## src/rtl/uart_echo_ctrl_if.sv

```systemverilog
// uart_echo_ctrl_if
// Groups the character handshake between the echo controller and its
// UART receiver/transmitter.
//   rx_data/rx_valid : received character with a one-cycle strobe (no backpressure)
//   tx_data/tx_valid : character offered to the transmitter
//   tx_ready         : transmitter accepts tx_data when high together with tx_valid
// The master modport is the side that owns the UART, and the slave modport is the echo controller.
interface uart_echo_ctrl_if #(
  parameter int DATA_W = 8
);
  logic [DATA_W-1:0] rx_data;
  logic              rx_valid;
  logic [DATA_W-1:0] tx_data;
  logic              tx_valid;
  logic              tx_ready;

  modport master (
    output rx_data, rx_valid, tx_ready,
    input  tx_data, tx_valid
  );

  modport slave (
    input  rx_data, rx_valid, tx_ready,
    output tx_data, tx_valid
  );
endinterface

```

## src/rtl/uart_echo_ctrl.sv

```systemverilog
// uart_echo_ctrl
// Echoes every received character back to the transmitter through a FIFO
// and a registered output stage. It also watches the traffic for an
// ESC + 0xF? command that selects a new line mode. A new mode takes
// effect only after every queued echo has left, so characters that are
// already queued go out in the old mode.
// Ports:
//   clk, rst     : clock, asynchronous active-high reset
//   bus (slave)  : rx_data/rx_valid in, tx_data/tx_valid out, tx_ready in
//   mode         : active line mode
//   armed        : ESC seen, waiting for the command character
//   mode_pending : a decoded mode is waiting to be applied
//   fifo_level   : occupied FIFO entries (does not count the output stage)
//   overflow     : sticky flag, a received character was dropped
//   ovf_clr      : clears overflow (a drop on the same edge wins)
module uart_echo_ctrl #(
  parameter int                 DATA_W   = 8,
  parameter int                 DEPTH    = 16,
  parameter int                 MODE_W   = 4,
  parameter logic [MODE_W-1:0]  MODE_RST = MODE_W'(1),
  parameter logic [DATA_W-1:0]  ESC      = '1
) (
  input  logic                       clk,
  input  logic                       rst,
  uart_echo_ctrl_if.slave            bus,
  output logic [MODE_W-1:0]          mode,
  output logic                       armed,
  output logic                       mode_pending,
  output logic [$clog2(DEPTH+1)-1:0] fifo_level,
  output logic                       overflow,
  input  logic                       ovf_clr
);

  localparam int PTR_W = $clog2(DEPTH);
  localparam int LVL_W = $clog2(DEPTH+1);
  localparam logic [LVL_W-1:0] FULL_LVL = LVL_W'(DEPTH);

  typedef enum logic {IDLE, ARMED} state_t;

  // FIFO storage has no reset, so it can map onto RAM.
  logic [DATA_W-1:0] mem [DEPTH];
  logic [PTR_W-1:0]  wr_ptr_reg;
  logic [PTR_W-1:0]  rd_ptr_reg;
  logic [LVL_W-1:0]  level_reg;

  logic              tx_valid_reg;
  logic [DATA_W-1:0] tx_data_reg;
  logic              overflow_reg;

  state_t            state_reg;
  state_t            state_next;
  logic              cmd_hit;
  logic [MODE_W-1:0] pending_reg;
  logic              mode_pending_reg;
  logic [MODE_W-1:0] mode_reg;

  logic fifo_empty;
  logic fifo_full;
  logic pop;
  logic push;
  logic drop;
  logic apply;

  assign fifo_empty = (level_reg == '0);
  assign fifo_full  = (level_reg == FULL_LVL);

  // The head moves into the stage whenever the stage is empty or is being
  // drained on this edge. This gives back-to-back output with no bubble.
  assign pop  = !fifo_empty && (!tx_valid_reg || bus.tx_ready);
  // A pop on the same edge frees a slot, so a push into a full FIFO still succeeds.
  assign push = bus.rx_valid && (!fifo_full || pop);
  assign drop = bus.rx_valid && !push;

  // A new mode is applied only after all echoes have left the block.
  assign apply = mode_pending_reg && fifo_empty && !tx_valid_reg;

  always_ff @(posedge clk) begin
    if (push) begin
      mem[wr_ptr_reg] <= bus.rx_data;
    end
  end

  always_ff @(posedge clk or posedge rst) begin
    if (rst) begin
      wr_ptr_reg <= '0;
      rd_ptr_reg <= '0;
      level_reg  <= '0;
    end else begin
      if (push) begin
        wr_ptr_reg <= wr_ptr_reg + 1'b1;
      end
      if (pop) begin
        rd_ptr_reg <= rd_ptr_reg + 1'b1;
      end
      case ({push, pop})
        2'b10:   level_reg <= level_reg + 1'b1;
        2'b01:   level_reg <= level_reg - 1'b1;
        default: level_reg <= level_reg;
      endcase
    end
  end

  // Output stage. tx_data keeps its value until the next load, so it stays
  // stable while the transmitter stalls.
  always_ff @(posedge clk or posedge rst) begin
    if (rst) begin
      tx_valid_reg <= 1'b0;
      tx_data_reg  <= '0;
    end else if (pop) begin
      tx_valid_reg <= 1'b1;
      tx_data_reg  <= mem[rd_ptr_reg];
    end else if (tx_valid_reg && bus.tx_ready) begin
      tx_valid_reg <= 1'b0;
    end
  end

  always_ff @(posedge clk or posedge rst) begin
    if (rst) begin
      overflow_reg <= 1'b0;
    end else if (drop) begin
      overflow_reg <= 1'b1;
    end else if (ovf_clr) begin
      overflow_reg <= 1'b0;
    end
  end

  // Command decoder. It sees every received character, including the ones
  // that the FIFO drops.
  always_ff @(posedge clk or posedge rst) begin
    if (rst) begin
      state_reg <= IDLE;
    end else begin
      state_reg <= state_next;
    end
  end

  always_comb begin
    state_next = state_reg;
    cmd_hit    = 1'b0;
    if (bus.rx_valid) begin
      case (state_reg)
        IDLE: begin
          if (bus.rx_data == ESC) begin
            state_next = ARMED;
          end
        end
        ARMED: begin
          // ESC is checked first. With the default ESC the top nibble is
          // also all ones, and a repeated ESC must keep the decoder armed.
          if (bus.rx_data == ESC) begin
            state_next = ARMED;
          end else if (bus.rx_data[DATA_W-1 -: 4] == 4'hF) begin
            cmd_hit    = 1'b1;
            state_next = IDLE;
          end else begin
            state_next = IDLE;
          end
        end
        default: state_next = IDLE;
      endcase
    end
  end

  always_ff @(posedge clk or posedge rst) begin
    if (rst) begin
      pending_reg      <= '0;
      mode_pending_reg <= 1'b0;
      mode_reg         <= MODE_RST;
    end else begin
      if (apply) begin
        mode_reg <= pending_reg;
      end
      // A fresh command overwrites any value that has not been applied yet.
      if (cmd_hit) begin
        pending_reg      <= bus.rx_data[MODE_W-1:0];
        mode_pending_reg <= 1'b1;
      end else if (apply) begin
        mode_pending_reg <= 1'b0;
      end
    end
  end

  assign bus.tx_valid = tx_valid_reg;
  assign bus.tx_data  = tx_data_reg;
  assign mode         = mode_reg;
  assign armed        = (state_reg == ARMED);
  assign mode_pending = mode_pending_reg;
  assign fifo_level   = level_reg;
  assign overflow     = overflow_reg;

endmodule
```

## src/flat_wrapper.sv

```systemverilog
// flat-port wrapper written by rule: the top's interface ports become plain ports
module uart_echo_ctrl_flat 
#(
  parameter int                 DATA_W   = 8,
  parameter int                 DEPTH    = 16,
  parameter int                 MODE_W   = 4,
  parameter logic [MODE_W-1:0]  MODE_RST = MODE_W'(1),
  parameter logic [DATA_W-1:0]  ESC      = '1
)
  (clk, rst, mode, armed, mode_pending, fifo_level, overflow, ovf_clr, bus_rx_data, bus_rx_valid, bus_tx_ready, bus_tx_data, bus_tx_valid);
  uart_echo_ctrl_if #(.DATA_W(DATA_W)) bus_i ();
  input  logic clk;
  input  logic rst;
  output logic [MODE_W-1:0] mode;
  output logic armed;
  output logic mode_pending;
  output logic [$clog2(DEPTH+1)-1:0] fifo_level;
  output logic overflow;
  input  logic ovf_clr;
  input wire logic [$bits(bus_i.rx_data)-1:0] bus_rx_data;
  input wire logic [$bits(bus_i.rx_valid)-1:0] bus_rx_valid;
  input wire logic [$bits(bus_i.tx_ready)-1:0] bus_tx_ready;
  output wire logic [$bits(bus_i.tx_data)-1:0] bus_tx_data;
  output wire logic [$bits(bus_i.tx_valid)-1:0] bus_tx_valid;
  assign bus_i.rx_data = bus_rx_data;
  assign bus_i.rx_valid = bus_rx_valid;
  assign bus_i.tx_ready = bus_tx_ready;
  assign bus_tx_data = bus_i.tx_data;
  assign bus_tx_valid = bus_i.tx_valid;
  uart_echo_ctrl #(.DATA_W(DATA_W), .DEPTH(DEPTH), .MODE_W(MODE_W), .MODE_RST(MODE_RST), .ESC(ESC)) u_core (.clk(clk), .rst(rst), .bus(bus_i), .mode(mode), .armed(armed), .mode_pending(mode_pending), .fifo_level(fifo_level), .overflow(overflow), .ovf_clr(ovf_clr));
endmodule
```

## config.mk

```make
export PLATFORM = sky130hd
export DESIGN_NAME = uart_echo_ctrl_flat
export DESIGN_NICKNAME = d
export VERILOG_FILES = /design/src/rtl/uart_echo_ctrl_if.sv /design/src/rtl/uart_echo_ctrl.sv /design/src/flat_wrapper.sv
export SDC_FILE = /design/constraint.sdc
export NUM_CORES = 1
export LEC_CHECK = 0
export CELL_PAD_IN_SITES_DETAIL_PLACEMENT = 1
export CELL_PAD_IN_SITES_GLOBAL_PLACEMENT = 1
export CORE_MARGIN = 2
export CORE_UTILIZATION = 25
export CTS_CLUSTER_SIZE = 8
export DETAILED_ROUTE_END_ITERATION = 10
export DONT_BUFFER_PORTS = 1
export PLACE_DENSITY = 0.43
export SYNTH_ARGS = -nofsm -noshare
export SYNTH_HDL_FRONTEND = slang
export SYNTH_SLANG_ARGS = --single-unit
```

## constraint.sdc

```tcl
create_clock -name clk -period 3 [get_ports clk]
set_input_delay 0.9 -clock clk [delete_from_list [all_inputs] [get_ports clk]]
set_output_delay 0.9 -clock clk [all_outputs]
set_load 0.03 [all_outputs]
```

After elaboration in Yosys (flattened, before gate mapping)
Memories as Yosys holds them, arrays and structs flattened. A register that Yosys moved wholly into a read port is not among the register bits.
Cells that the tools add are included.
Storage, ports and cells
  register bits after elaboration: 25
  RAM bits: 128
  input port bits: 13
  output and inout bits: 21
  logic and storage cells: 50
  memories: 1
Cells by class
  add/sub/neg operators: 4
  equal/unequal tests: 5
  muxes and demuxes: 14
  reductions and logical operators: 17
Memories
  u_core.mem: depth 16, bits a word 8, read ports 1, clocked after Yosys merged registers in 1, wr ports 1, line uart_echo_ctrl.sv:41  | logic [DATA_W-1:0] mem [DEPTH];
Operator list (count)
  two-way mux 1 bit: 13
  one-hot mux 5 bit (2 select lines): 1
  adder 4 x 1 -> 4 bit (second input constant): 2
  == test 8 bit (second input constant): 1
  nonzero test 2 bit: 4
  logical AND 1 bit: 6
  adder 5 x 1 -> 5 bit (second input constant): 1
  == test 5 bit (second input constant): 1
  logical NOT 5 bit: 1
  subtractor 5 x 1 -> 5 bit (second input constant): 1
  == test 4 bit (second input constant): 1
  logical NOT 1 bit: 4
  == test 2 x 1 -> 1 bit (second input constant): 1
  == test 2 bit (second input constant): 1
  logical OR 1 bit: 2

Depth between registers and ports, before layout
Gate-level depths: netlist of run 1.
  depth in word-level cells: 8
  gate-level depth with buffers: 10
  depth with buffers taken out: 8

Worst setup path before layout of run 1
OpenSTA, ideal clock, no wires.
  path type: reg2reg
  start: reg u_core.level_reg[0] (netlist: u_core.fifo_level[0])
  end: reg u_core.level_reg[4] (netlist: u_core.fifo_level[4])
  library setup time: 0.090 ns
  arrival time: 3.019 ns
  required time: 2.910 ns
  setup slack: -0.109 ns
  stages on the path, launching flop included: 10
  buffers on the path: 1
  period minus slack after synthesis: 3.109 ns
  path through: dfrtp_1 -> nor4_1 -> a21oi_2 -> clkbuf_1 -> and2_1 -> fa_1 -> a21o_1 -> a21oi_1 -> mux2_2 -> o221ai_1
On the way
  word-level cells in the longest chain between the ends: 7
  elaborated cells between the ends (all ways): 13
  classes of those cells: add/sub: 2; eq/ne: 3; mux: 1; reduce/logical: 7
Ends and longest elaborated chain
  from (decl): line uart_echo_ctrl.sv:44  | logic [LVL_W-1:0] level_reg;
  from (signal assigned): line uart_echo_ctrl.sv:96  | 2'b10: level_reg <= level_reg + 1'b1;
  from (signal assigned): line uart_echo_ctrl.sv:97  | 2'b01: level_reg <= level_reg - 1'b1;
  from (signal assigned): line uart_echo_ctrl.sv:98  | default: level_reg <= level_reg;
  logical NOT 5 bit: line uart_echo_ctrl.sv:64  | assign fifo_empty = (level_reg == '0);
  logical NOT 1 bit: line uart_echo_ctrl.sv:69  | assign pop = !fifo_empty && (!tx_valid_reg || bus.tx_ready);
  logical AND 1 bit: line uart_echo_ctrl.sv:69
  logical OR 1 bit: line uart_echo_ctrl.sv:71  | assign push = bus.rx_valid && (!fifo_full || pop);
  logical AND 1 bit: line uart_echo_ctrl.sv:71
  == test 2 x 1 -> 1 bit / == test 2 bit (equally long branches): line uart_echo_ctrl.sv:95  | case ({push, pop})
  one-hot mux 5 bit (2 select lines) / nonzero test 2 bit (equally long branches)
Parallel ways exist; a longest one is shown, timed or not.
A chain may end at the register's enable or synchronous reset.

Worst setup path after layout of run 1
Ends and elaborated chain as after synthesis.

==> parameters.txt, run 1 <==
Parameter                              Value

Final layout
  Post-layout util ... 30.3%
  Diodes inserted ... 0
  Layout Cell Area excl Fill ... 0.00764 sq mm
  Area used by multi-input combinational logic ... 0.00169 sq mm
  Post-layout net count ... 397
  Area grow syn2layout ... 18.2%
  Seq. cell area ... 0.00467 sq mm
  Count of non-filler cells in the finished layout ... 718
  Filler Cell Count ... 2,609
  Largest register FFs ... 128
  Fraction of layout instances using a drive strength above 1 ... 30.9%

Synthesis
  Yosys warns ... 0
  Fraction of synthesized cell area taken by the top area cell type ... 59.5%
  Yosys reg bits ... 161
  Gate Count Post-Synth ... 343
  Mean area per synthesized cell ... 18.8 sq um
  Cell area after synthesis ... 0.00646 sq mm
  Sequential element share of the synthesized area ... 72.3%
  Most repeated cell in the gate-level netlist after synthesis ... sky130_fd_sc_hd__edfxtp_1
  Count of flip-flops with a built-in enable after synthesis ... 128
  Share of flip-flops with an asynchronous set or reset after synthesis ... 20.5%
  Post-Synthesis Net Count ... 365
  Top post-synthesis cells by count ... sky130_fd_sc_hd__edfxtp_1 (128), sky130_fd_sc_hd__dfrtp_1 (32), sky130_fd_sc_hd__mux4_2 (32)
  Most common flop cell mapped by yosys ... sky130_fd_sc_hd__edfxtp_1
  Top cells by area, synth ... sky130_fd_sc_hd__edfxtp_1 (59%), sky130_fd_sc_hd__dfrtp_1 (12%), sky130_fd_sc_hd__mux4_2 (11%), sky130_fd_sc_hd__mux2_2 (2.6%), sky130_fd_sc_hd__o22ai_1 (1.6%)
  Yosys top cell by area ... sky130_fd_sc_hd__edfxtp_1
  Number of distinct library cells after synthesis ... 40

Critical path
  Data required time of the critical path ... 3.34 ns
  Arrival time of the worst setup path ... 3.02 ns
  Maximum fanout along the worst path ... 4
  Critical Path Sink Type ... register
  Count of cells along the worst register-to-register path ... 9
  Worst flop-to-flop path endpoint ... u_core.fifo_level[4]
  CP startpoint ... u_core.fifo_level[0]
  Slack of the worst reg-to-reg path ... 0.32 ns
  Type of element launching the critical path ... register
  Critical path class ... register to register
  Crit path to ... u_core.fifo_level[4]
  Worst R2R Start ... u_core.fifo_level[0]

Placement
  Number of cells after detailed placement ... 686
  Cell area after placement ... 0.00705 sq mm
  Sum of net half-perimeters after detailed placement ... 9.87 mm
  Setup slack at placement ... 0.164 ns
  Number of buffers inserted by port buffering ... 0
  Final RePlAce weighted congestion ... 0.680

STA
  Peak Freq ... 0.373 GHz
  Setup Viol. Count Final ... 0
  Number of hold violations in the final report ... 0
  WHS ... 0.485 ns
  Worst Slack Setup Final ... 0.317 ns
  Setup clock skew after layout ... 0.00998 ns
  Post-route clock period utilization ... 89.4%
  RSZ-0062 raised after global routing ... false
  Worst-margin pin slew ... 0.924 ns
  TNS Setup ... 0 ns
  Headroom to the max-slew limit ... 38.4%
  Pins over their slew limit ... 0
  Time the final worst path needs with I/O delays and setup ... 2.68 ns

Detailed routing
  Count of nets left with antenna violations after detail routing ... 0
  Number of DRC violations after detailed routing ... 0
  Post-detailed-route wirelength per cell ... 20.9 um
  First-pass iteration count of the detailed router ... 4
  DRC marker count from the first detailed-route iteration ... 234
  Routed via count ... 3,148
  Vias/cell ... 4.38
  Total routed wirelength ... 15.0 mm

Global route
  Grt peak-use layer ... met2
  Maximum number of pins on one net before global-route repair ... 35
  GRT Total Usage ... 12.1%
  Via count of the first global-routing pass ... 3,483
  Number of antenna violations at the first check in global routing ... 0
  First-pass GRT wire length ... 23.0 mm
  Global routing met3 resource utilization ... 3.39%
  Leftover overflow at the end of global routing ... 0
  GR met2 Demand/Resource ... 19.4%
  Met1 Track Usage GR ... 15.7%

Floorplan
  Width of the chip ... 165 um
  Core footprint ... 0.0253 sq mm
  Die H ... 165 um
  Die footprint ... 0.0272 sq mm
  Starting Density ... 25.6%
  Standard-cell rows ... 58
  Top-level I/O count ... 34

Power
  Total Power ... 7.30 mW
  Lkg Pwr ... 2.58 nW
  Ratio of total power to cell area ... 956 mW/mm^2
  Worst IR Drop VDD ... 0.000464 V

Clock network
  Count of clock tree sinks ... 161
  Clock latency reported for the late side of the worst-skew pair ... 0.42 ns
  Post-CTS Repair Setup Buffers ... 0
  Clock transition time at the flip-flop clock pins of the worst setup and hold paths ... 0.06 ns
  Post-cts hold buffer count ... 0
  Clock tree from TritonCTS ... done
  H-Tree Level Count ... 4
  Root cell of the clock tree ... sky130_fd_sc_hd__clkbuf_16
  Count of instances resized after the clock tree is built ... 0
  Total clock buffers created by CTS ... 17
  Bufs on Longest Clock Path ... 2

Run
  Max_cap viols ... 0

Min path
  Min-delay src ... u_core.pending_reg[0]
  Worst Hold Class ... register to register

Outcome
  Result of the run ... finished clean
power by group:
group / switching (mW) / internal, mW
clock network: 0.872 / 1.31
logic: 1.08 / 0.957
registers: 0.341 / 2.75
total: 2.29 / 5.01
cell families after synthesis:
| kind of cell | synth area share, % |
|---|---|
| DFF | 72.3 |
| xor gates and xnor gates | 1.22 |
| AOI/OAI and AO/OA | 3.93 |
| adders and majority gates | 1.86 |
| muxes | 15.2 |
| and+or+nand+nor | 3.81 |
| buffers and inverters | 1.76 |
cells in the final DEF, fill, tap and decap left out, types with 8 or more instances in the layout:
cell / count
sky130_fd_sc_hd__inv_1: 8
sky130_fd_sc_hd__clkbuf_16: 17
sky130_fd_sc_hd__nor2_1: 13
sky130_fd_sc_hd__ha_1: 8
sky130_fd_sc_hd__nand2_1: 8
sky130_fd_sc_hd__mux4_2: 32
sky130_fd_sc_hd__o22ai_1: 17
sky130_fd_sc_hd__edfxtp_1: 128
sky130_fd_sc_hd__dfrtp_1: 31
sky130_fd_sc_hd__a21oi_1: 10
sky130_fd_sc_hd__buf_4: 30
sky130_fd_sc_hd__mux2_2: 15
cell type report:
type	count	area share, %
clock buffers	18	5.62
clock inverters	14	2.16
flip-flops and latches	161	61.1
inverters	8	0.393
repair buffers	31	3.21
multi-input cells	156	22.1
well taps	330	5.40
worst min-delay path by stage:
stage | end | cells past startpoint
after floorplan | u_core.pending_reg[0] | 1
after global placement | u_core.pending_reg[1] | 1
after detailed placement | u_core.pending_reg[0] | 1
after CTS | u_core.pending_reg[0] | 1
after global routing | u_core.pending_reg[0] | 1
final | u_core.pending_reg[0] | 1
worst max-delay path, stage by stage, from the launching register on:
cell                       delay [ns]
sky130_fd_sc_hd__dfrtp_1         0.39
sky130_fd_sc_hd__nor4_2          0.33
sky130_fd_sc_hd__buf_4           0.19
sky130_fd_sc_hd__a21oi_2         0.06
sky130_fd_sc_hd__and2_1          0.22
sky130_fd_sc_hd__fa_1            0.42
sky130_fd_sc_hd__a21o_1          0.19
sky130_fd_sc_hd__a21oi_1         0.27
sky130_fd_sc_hd__mux2_2          0.38
sky130_fd_sc_hd__o221ai_1        0.15
routing by layer:
| metal | up-vias | routed length [um] |
|---|---|---|
| met5 | - | 0 |
| met4 | 0 | 213 |
| met1 | 1653 | 6760 |
| met2 | 47 | 7460 |
| li1 | 1434 | - |
| met3 | 14 | 606 |
No activity file was read; power rests on OpenSTA's default activity.
==> run 2, diff against run 1 <==
--- a/config.mk
+++ b/config.mk
@@ -5,6 +5,7 @@
 export SDC_FILE = /design/constraint.sdc
 export NUM_CORES = 1
 export LEC_CHECK = 0
+export ABC_AREA = 1
 export CELL_PAD_IN_SITES_DETAIL_PLACEMENT = 1
 export CELL_PAD_IN_SITES_GLOBAL_PLACEMENT = 1
 export CORE_MARGIN = 2
@@ -12,7 +13,7 @@
 export CTS_CLUSTER_SIZE = 8
 export DETAILED_ROUTE_END_ITERATION = 10
 export DONT_BUFFER_PORTS = 1
-export PLACE_DENSITY = 0.43
+export PLACE_DENSITY = 0.46
 export SYNTH_ARGS = -nofsm -noshare
 export SYNTH_HDL_FRONTEND = slang
 export SYNTH_SLANG_ARGS = --single-unit
==> run 2 against run 1 <==
Net effect: cell count rose by 52%; clock power decreased by 2%; via count up 46%; register-to-register slack better by 0.28 ns; synthesized area is 9.7% higher; sequential power barely moved; global-route usage grew 2.3 points; highest routed layer unchanged.
==> parameters.txt, run 2 <==
Parameter                              Value

Outcome
  Result of the run ... finished clean (unchanged)

Final layout
  Post-layout net count ... 722 (was 397)
  Area grow syn2layout ... 13.8% (was 18.2%)
  Count of non-filler cells in the finished layout ... 1,091 (was 718)
  Diodes inserted ... 0 (unchanged)
  Most used cells in the layout excluding fill and tap cells ... sky130_fd_sc_hd__nand2_1 (242), sky130_fd_sc_hd__edfxtp_1 (128), sky130_fd_sc_hd__nand3_1 (93), sky130_fd_sc_hd__inv_1 (90), sky130_fd_sc_hd__dfrtp_1 (31) (was sky130_fd_sc_hd__edfxtp_1 (128), sky130_fd_sc_hd__mux4_2 (32), sky130_fd_sc_hd__dfrtp_1 (31), sky130_fd_sc_hd__buf_4 (30))
  Most common cell after layout, fill and taps aside ... sky130_fd_sc_hd__nand2_1 (was sky130_fd_sc_hd__edfxtp_1)
  Largest register FFs ... 128 (unchanged)
  Fraction of layout instances using a drive strength above 1 ... 7.15% (was 30.9%)

Floorplan
  Core footprint ... 0.0279 sq mm (was 0.0253 sq mm)
  Die H ... 172 um (was 165 um)
  Width of the chip ... 172 um (was 165 um)
  Top-level I/O count ... 34 (unchanged)
  Standard-cell rows ... 61 (was 58)
  Starting Density ... 25.4% (was 25.6%)
  Die footprint ... 0.0297 sq mm (was 0.0272 sq mm)

Global route
  Maximum number of pins on one net before global-route repair ... 75 (was 35)
  First-pass GRT wire length ... 30.9 mm (was 23.0 mm)
  Number of antenna violations at the first check in global routing ... 0 (unchanged)
  Leftover overflow at the end of global routing ... 0 (unchanged)
  GRT Total Usage ... 14.4% (was 12.1%)
  Via count of the first global-routing pass ... 5,135 (was 3,483)

Clock network
  Root cell of the clock tree ... sky130_fd_sc_hd__clkbuf_16 (unchanged)
  H-Tree Level Count ... 4 (unchanged)
  Clock latency reported for the late side of the worst-skew pair ... 0.43 ns (was 0.42 ns)
  Post-cts hold buffer count ... 0 (unchanged)
  Post-CTS Repair Setup Buffers ... 0 (unchanged)
  Count of instances resized after the clock tree is built ... 0 (unchanged)
  Clock tree from TritonCTS ... done (unchanged)
  Clock transition time at the flip-flop clock pins of the worst setup and hold paths ... 0.07 ns (was 0.06 ns)
  Total clock buffers created by CTS ... 17 (unchanged)
  Count of clock tree sinks ... 161 (unchanged)
  Bufs on Longest Clock Path ... 2 (unchanged)

Power
  Share of total power consumed by net switching ... 39.0% (was 31.4%)
  Lkg Pwr ... 3.35 nW (was 2.58 nW)
  Switching pwr ... 2.96 mW (was 2.29 mW)
  Clock share of power ... 28.0% (was 29.8%)
  Worst IR Drop VDD ... 0.000355 V (was 0.000464 V)
  Internal power contribution ... 4.64 mW (was 5.01 mW)
  Combinational share of power ... 30.9% (was 27.9%)
  Power share of the sequential group ... 41.1% (was 42.3%)
  Ratio of total power to cell area ... 942 mW/mm^2 (was 956 mW/mm^2)

STA
  Pins over their slew limit ... 0 (unchanged)
  Headroom to the max-slew limit ... 51.0% (was 38.4%)
  Time the final worst path needs with I/O delays and setup ... 2.40 ns (was 2.68 ns)
  Setup Viol. Count Final ... 0 (unchanged)
  RSZ-0062 raised after global routing ... false (unchanged)
  TNS Setup ... 0 ns (unchanged)
  Peak Freq ... 0.416 GHz (was 0.373 GHz)
  Worst-margin pin slew ... 0.735 ns (was 0.924 ns)
  Number of hold violations in the final report ... 0 (unchanged)
  Setup clock skew after layout ... 0.0104 ns (was 0.00998 ns)
  Post-route clock period utilization ... 80.1% (was 89.4%)

Detailed routing
  DRC marker count from the first detailed-route iteration ... 257 (was 234)
  Total routed wirelength ... 20.0 mm (was 15.0 mm)
  Count of nets left with antenna violations after detail routing ... 0 (unchanged)
  Routed via count ... 4,604 (was 3,148)
  First-pass iteration count of the detailed router ... 4 (unchanged)
  Post-detailed-route wirelength per cell ... 18.3 um (was 20.9 um)
  Number of DRC violations after detailed routing ... 0 (unchanged)
  Vias/cell ... 4.22 (was 4.38)

Synthesis
  Mean area per synthesized cell ... 10.1 sq um (was 18.8 sq um)
  Most repeated cell in the gate-level netlist after synthesis ... sky130_fd_sc_hd__nand2_1 (was sky130_fd_sc_hd__edfxtp_1)
  Yosys reg bits ... 161 (unchanged)
  Post-Synthesis Net Count ... 722 (was 365)
  Fraction of synthesized cell area taken by the top area cell type ... 54.2% (was 59.5%)
  Top cells by area, synth ... sky130_fd_sc_hd__edfxtp_1 (54%), sky130_fd_sc_hd__nand2_1 (13%), sky130_fd_sc_hd__dfrtp_1 (11%), sky130_fd_sc_hd__nand3_1 (6.6%), sky130_fd_sc_hd__inv_1 (4.8%) (was sky130_fd_sc_hd__edfxtp_1 (59%), sky130_fd_sc_hd__dfrtp_1 (12%), sky130_fd_sc_hd__mux4_2 (11%), sky130_fd_sc_hd__mux2_2 (2.6%), sky130_fd_sc_hd__o22ai_1 (1.6%))
  Yosys warns ... 0 (unchanged)
  Most common flop cell mapped by yosys ... sky130_fd_sc_hd__edfxtp_1 (unchanged)
  Number of distinct library cells after synthesis ... 28 (was 40)
  Count of flip-flops with a built-in enable after synthesis ... 128 (unchanged)
  Top post-synthesis cells by count ... sky130_fd_sc_hd__nand2_1 (242), sky130_fd_sc_hd__edfxtp_1 (128), sky130_fd_sc_hd__nand3_1 (93) (was sky130_fd_sc_hd__edfxtp_1 (128), sky130_fd_sc_hd__dfrtp_1 (32), sky130_fd_sc_hd__mux4_2 (32))
  Gate Count Post-Synth ... 700 (was 343)
  Cell area after synthesis ... 0.00709 sq mm (was 0.00646 sq mm)
  Yosys top cell by area ... sky130_fd_sc_hd__edfxtp_1 (unchanged)
  Share of flip-flops with an asynchronous set or reset after synthesis ... 20.5% (unchanged)
  Sequential element share of the synthesized area ... 65.9% (was 72.3%)

Critical path
  Critical Path Sink Type ... register (unchanged)
  Arrival time of the worst setup path ... 2.73 ns (was 3.02 ns)
  Type of element launching the critical path ... register (unchanged)
  Data required time of the critical path ... 3.33 ns (was 3.34 ns)
  Critical path class ... register to register (unchanged)
  Maximum fanout along the worst path ... 13 (was 4)

Placement
  Final RePlAce weighted congestion ... 0.773 (was 0.680)
  Sum of net half-perimeters after detailed placement ... 13.3 mm (was 9.87 mm)
  Number of buffers inserted by port buffering ... 0 (unchanged)
  Number of cells after detailed placement ... 1,059 (was 686)

Min path
  Worst Hold Class ... primary input to asynchronous set/reset pin (was register to register)

Run
  Max_cap viols ... 0 (unchanged)
==> run 2: metrics by stage <==
stage / total power [mW] / hold slack [ns] / setup WS [ns] / utilization, % / area [sq um]
final: 7.60 / 0.395 / 0.597 / 29.0 / 8070
after CTS: 7.72 / 0.389 / 0.581 / 29.0 / 8070
after global routing: 8.10 / 0.425 / 0.295 / 29.0 / 8070
after floorplan: 4.81 / 0.478 / 0.587 / - / 7090
after detailed placement: 5.57 / 0.509 / 0.343 / 26.9 / 7500
after global placement: 5.55 / 0.499 / 0.392 / 26.9 / 7500
==> run 2: metal layers <==
| metal | vias to the layer above | wire length [um] | track usage [%] |
|---|---|---|---|
| li1 | 2263 | - | - |
| met1 | 2252 | 9030 | 18.2 |
| met2 | 65 | 10000 | 24.7 |
| met3 | 24 | 538 | 2.61 |
| met4 | 0 | 367 | 5.19 |
| met5 | - | 0 | 0 |
==> run 2: logic make-up (layout without fill, tap and decap cells) <==
logic type	count (synthesis)	after routing	share of synthesized area, %
and+or+nand+nor	374	374	22.2
DFF	161	161	65.9
buffers and inverters	124	137	7.25
AOI/OAI and AO/OA	24	24	2.01
adders and majority gates	9	9	1.69
xor gates and xnor gates	8	8	0.988
==> run 2: path summary, 6_finish.rpt <==
| path | start | cells past startpoint | slack (ns) | to |
|---|---|---|---|---|
| min in group clk | u_core.pending_reg[0] | 2 | 0.51 | u_core.pending_reg[0] |
| hold / removal | rst | 1 | 0.39 | u_core.bus.tx_data[6] |
| hold reg to reg | u_core.pending_reg[0] | 2 | 0.51 | u_core.pending_reg[0] |
| setup / recovery | u_core.fifo_level[0] | 13 | 0.60 | u_core.fifo_level[4] |
| max in group asynchronous | rst | 2 | 1.87 | u_core.mode[0] |
| setup reg to reg | u_core.fifo_level[0] | 13 | 0.60 | u_core.fifo_level[4] |
==> run 2: area by class of cell <==
type                            instances  area (sq um)
Fill cell                            3146         19800
Inverter                               94           353
Clock inverter                         14           140
Multi-Input combinational cell        415          1900
Clock buffer                           18           429
Tap cell                              378           473
Timing Repair Buffer                   11          95.1
Sequential cell                       161          4670
==> run 2: worst max-delay path, cell delays in order, from the launching register on <==
cell and delay (ns):
sky130_fd_sc_hd__dfrtp_1 0.67, sky130_fd_sc_hd__nor2_4 0.10, sky130_fd_sc_hd__nand3_2 0.09, sky130_fd_sc_hd__nand2_2 0.08
sky130_fd_sc_hd__inv_2 0.20, sky130_fd_sc_hd__nand2_1 0.14, sky130_fd_sc_hd__inv_1 0.16, sky130_fd_sc_hd__ha_1 0.30
sky130_fd_sc_hd__a21oi_1 0.22, sky130_fd_sc_hd__nand3_1 0.09, sky130_fd_sc_hd__nand2_1 0.09, sky130_fd_sc_hd__nand3_1 0.06
sky130_fd_sc_hd__nand2_1 0.06, sky130_fd_sc_hd__inv_1 0.03
==> run 2: power by group through the flow <==
| stage | Combinational (mW) | Clock (mW) | Sequential (mW) |
|---|---|---|---|
| after floorplan | 1.68 | 0 | 3.13 |
| after global placement | 2.38 | 0 | 3.17 |
| after detailed placement | 2.40 | 0 | 3.17 |
| after CTS | 2.41 | 2.17 | 3.13 |
| after global routing | 2.68 | 2.26 | 3.16 |
| final | 2.35 | 2.13 | 3.12 |
==> run 3, diff against run 2 <==
==> constraint.sdc (replaced) <==
create_clock -name clk -period 1.98 [get_ports clk]
set_input_delay 0.594 -clock clk [delete_from_list [all_inputs] [get_ports clk]]
set_output_delay 0.594 -clock clk [all_outputs]
set_load 0.03 [all_outputs]
==> run 3 against run 2 <==
Net effect: sequential share of layout area is 1.7 points lower; utilization up 0.87 points; critical path depth fell by 6; critical path type unchanged; critical endpoint is now u_core.mem[13][0].
==> parameters.txt, run 3 (synthesis results as in run 2) <==
Parameter                              Value

Floorplan
  Die H ... 172 um (unchanged)
  Core footprint ... 0.0279 sq mm (unchanged)
  Starting Density ... 25.4% (unchanged)
  Top-level I/O count ... 34 (unchanged)
  Standard-cell rows ... 61 (unchanged)
  Width of the chip ... 172 um (unchanged)
  Die footprint ... 0.0297 sq mm (unchanged)

Clock network
  Clock tree from TritonCTS ... done (unchanged)
  Clock transition time at the flip-flop clock pins of the worst setup and hold paths ... 0.07 ns (about the same)
  Count of clock tree sinks ... 161 (unchanged)
  H-Tree Level Count ... 4 (unchanged)
  Post-cts hold buffer count ... 0 (unchanged)
  Root cell of the clock tree ... sky130_fd_sc_hd__clkbuf_16 (unchanged)
  Bufs on Longest Clock Path ... 2 (unchanged)
  Total clock buffers created by CTS ... 17 (unchanged)
  Clock latency reported for the late side of the worst-skew pair ... 0.43 ns (about the same)

Power
  Total Power ... 11.9 mW (was 7.60 mW)
  Power share of the sequential group ... 39.2% (was 41.1%)
  Combinational share of power ... 33.5% (was 30.9%)
  Ratio of total power to cell area ... 1430 mW/mm^2 (was 942 mW/mm^2)
  Clock share of power ... 27.3% (was 28.0%)
  Switching pwr ... 4.55 mW (was 2.96 mW)
  Share of total power consumed by net switching ... 38.4% (was 39.0%)
  Lkg Pwr ... 3.46 nW (was 3.35 nW)
  Internal power contribution ... 7.31 mW (was 4.64 mW)
  Worst IR Drop VDD ... 0.000615 V (was 0.000355 V)

STA
  Pins over their slew limit ... 0 (unchanged)
  Post-route clock period utilization ... 94.7% (was 80.1%)
  Headroom to the max-slew limit ... 60.8% (was 51.0%)
  Worst Slack Setup Final ... 0.105 ns (was 0.597 ns)
  Setup Viol. Count Final ... 0 (unchanged)
  Worst-margin pin slew ... 0.586 ns (was 0.735 ns)
  Peak Freq ... 0.533 GHz (was 0.416 GHz)
  Number of hold violations in the final report ... 0 (unchanged)
  Time the final worst path needs with I/O delays and setup ... 1.88 ns (was 2.40 ns)
  TNS Setup ... 0 ns (unchanged)
  Setup clock skew after layout ... 0.0110 ns (was 0.0104 ns)
  WHS ... 0.155 ns (was 0.395 ns)

Critical path
  Data required time of the critical path ... 2.04 ns (was 3.33 ns)
  Worst R2R Start ... u_core.bus.tx_valid (was u_core.fifo_level[0])
  Slack of the worst reg-to-reg path ... 0.10 ns (was 0.60 ns)
  Crit path to ... u_core.mem[13][0] (was u_core.fifo_level[4])
  Maximum fanout along the worst path ... 14 (was 13)
  Count of cells along the worst register-to-register path ... 7 (was 13)
  Critical path class ... register to register (unchanged)
  Worst flop-to-flop path endpoint ... u_core.mem[13][0] (was u_core.fifo_level[4])
  Arrival time of the worst setup path ... 1.93 ns (was 2.73 ns)
  Critical Path Sink Type ... register (unchanged)
  Type of element launching the critical path ... register (unchanged)
  CP startpoint ... u_core.bus.tx_valid (was u_core.fifo_level[0])

Final layout
  Most common cell after layout, fill and taps aside ... sky130_fd_sc_hd__nand2_1 (unchanged)
  Post-layout net count ... 739 (was 722)
  Most used cells in the layout excluding fill and tap cells ... sky130_fd_sc_hd__nand2_1 (241), sky130_fd_sc_hd__edfxtp_1 (128), sky130_fd_sc_hd__nand3_1 (92), sky130_fd_sc_hd__inv_1 (88), sky130_fd_sc_hd__dfrtp_1 (30) (was sky130_fd_sc_hd__nand2_1 (242), sky130_fd_sc_hd__edfxtp_1 (128), sky130_fd_sc_hd__nand3_1 (93), sky130_fd_sc_hd__inv_1 (90), sky130_fd_sc_hd__dfrtp_1 (31))
  Fraction of layout instances using a drive strength above 1 ... 12.6% (was 7.15%)
  Layout Cell Area excl Fill ... 0.00831 sq mm (was 0.00807 sq mm)
  Area grow syn2layout ... 17.2% (was 13.8%)
  Largest register FFs ... 128 (unchanged)
  Count of non-filler cells in the finished layout ... 1,108 (was 1,091)
  Diodes inserted ... 0 (unchanged)
  Post-layout util ... 29.8% (was 29.0%)

Run
  Max_cap viols ... 0 (unchanged)

Global route
  Via count of the first global-routing pass ... 5,102 (was 5,135)
  First-pass GRT wire length ... 30.8 mm (was 30.9 mm)
  Maximum number of pins on one net before global-route repair ... 57 (was 75)
  GRT Total Usage ... 14.5% (was 14.4%)
  Leftover overflow at the end of global routing ... 0 (unchanged)
  Number of antenna violations at the first check in global routing ... 0 (unchanged)

Placement
  Final RePlAce weighted congestion ... 0.813 (was 0.773)
  Number of buffers inserted by port buffering ... 0 (unchanged)
  Setup slack at placement ... -0.205 ns (was 0.343 ns)
  Cell area after placement ... 0.00764 sq mm (was 0.00750 sq mm)
  Sum of net half-perimeters after detailed placement ... 13.7 mm (was 13.3 mm)
  Number of cells after detailed placement ... 1,073 (was 1,059)

Outcome
  Result of the run ... finished clean (unchanged)

Detailed routing
  Vias/cell ... 4.26 (was 4.22)
  Total routed wirelength ... 20.3 mm (was 20.0 mm)
  Count of nets left with antenna violations after detail routing ... 0 (unchanged)
  Number of DRC violations after detailed routing ... 0 (unchanged)
  First-pass iteration count of the detailed router ... 4 (unchanged)
  Routed via count ... 4,719 (was 4,604)
  Post-detailed-route wirelength per cell ... 18.3 um (about the same)
  DRC marker count from the first detailed-route iteration ... 246 (was 257)

Min path
  Worst Hold Class ... primary input to asynchronous set/reset pin (unchanged)
-- run 3: cell type report --
type,instances,area (sq um)
clock buffers,25,539
clock inverters,7,42.5
fillers,3135,19500
inverters,94,355
multi-input cells,415,1990
flip-flops and latches,161,4670
well taps,378,473
repair buffers,28,235
-- run 3: how the worst min path moves through the flow --
stage / slack, ns / end / depth (start not counted) / startpoint
after floorplan: 0.48 / u_core.pending_reg[0] / 2 / u_core.pending_reg[0]
after global placement: 0.49 / u_core.pending_reg[1] / 2 / u_core.pending_reg[1]
after detailed placement: 0.51 / u_core.pending_reg[0] / 2 / u_core.pending_reg[0]
after CTS: 0.16 / u_core.fifo_level[2] / 2 / rst
after global routing: 0.19 / u_core.fifo_level[3] / 2 / rst
final: 0.15 / u_core.fifo_level[3] / 2 / rst
-- run 3: power groups by stage --
stage,logic (mW),clock network [mW],registers [mW]
global placement,3.93,0,4.72
detailed placement,3.97,0,4.73
floorplan,2.58,0,4.75
finish,3.97,3.24,4.65
global route,4.48,3.43,4.71
CTS,3.99,3.32,4.66
-- run 3: worst max-delay path, stage by stage (launching register included) --
cell and delay [ns]:
sky130_fd_sc_hd__dfrtp_1 0.39, sky130_fd_sc_hd__inv_1 0.08, sky130_fd_sc_hd__or2_1 0.17, sky130_fd_sc_hd__nand2_4 0.08, sky130_fd_sc_hd__nand4_2 0.08, sky130_fd_sc_hd__nand2_2 0.08
sky130_fd_sc_hd__buf_12 0.16, sky130_fd_sc_hd__nor2_1 0.46
-- run 3: layer usage --
metal,up-vias,global-route usage (%),routed length (um)
li1,2297,-,-
met4,0,4.17,235
met5,-,0,0
met3,13,2.98,543
met2,49,24.9,10200
met1,2360,18.5,9280
-- run 3: timing repair --
action                                  CTS  global route
pin swaps                                 0             6
buffers inserted                          0             3
gates resized for setup                   1            18
endpoints found under the setup margin    8           122
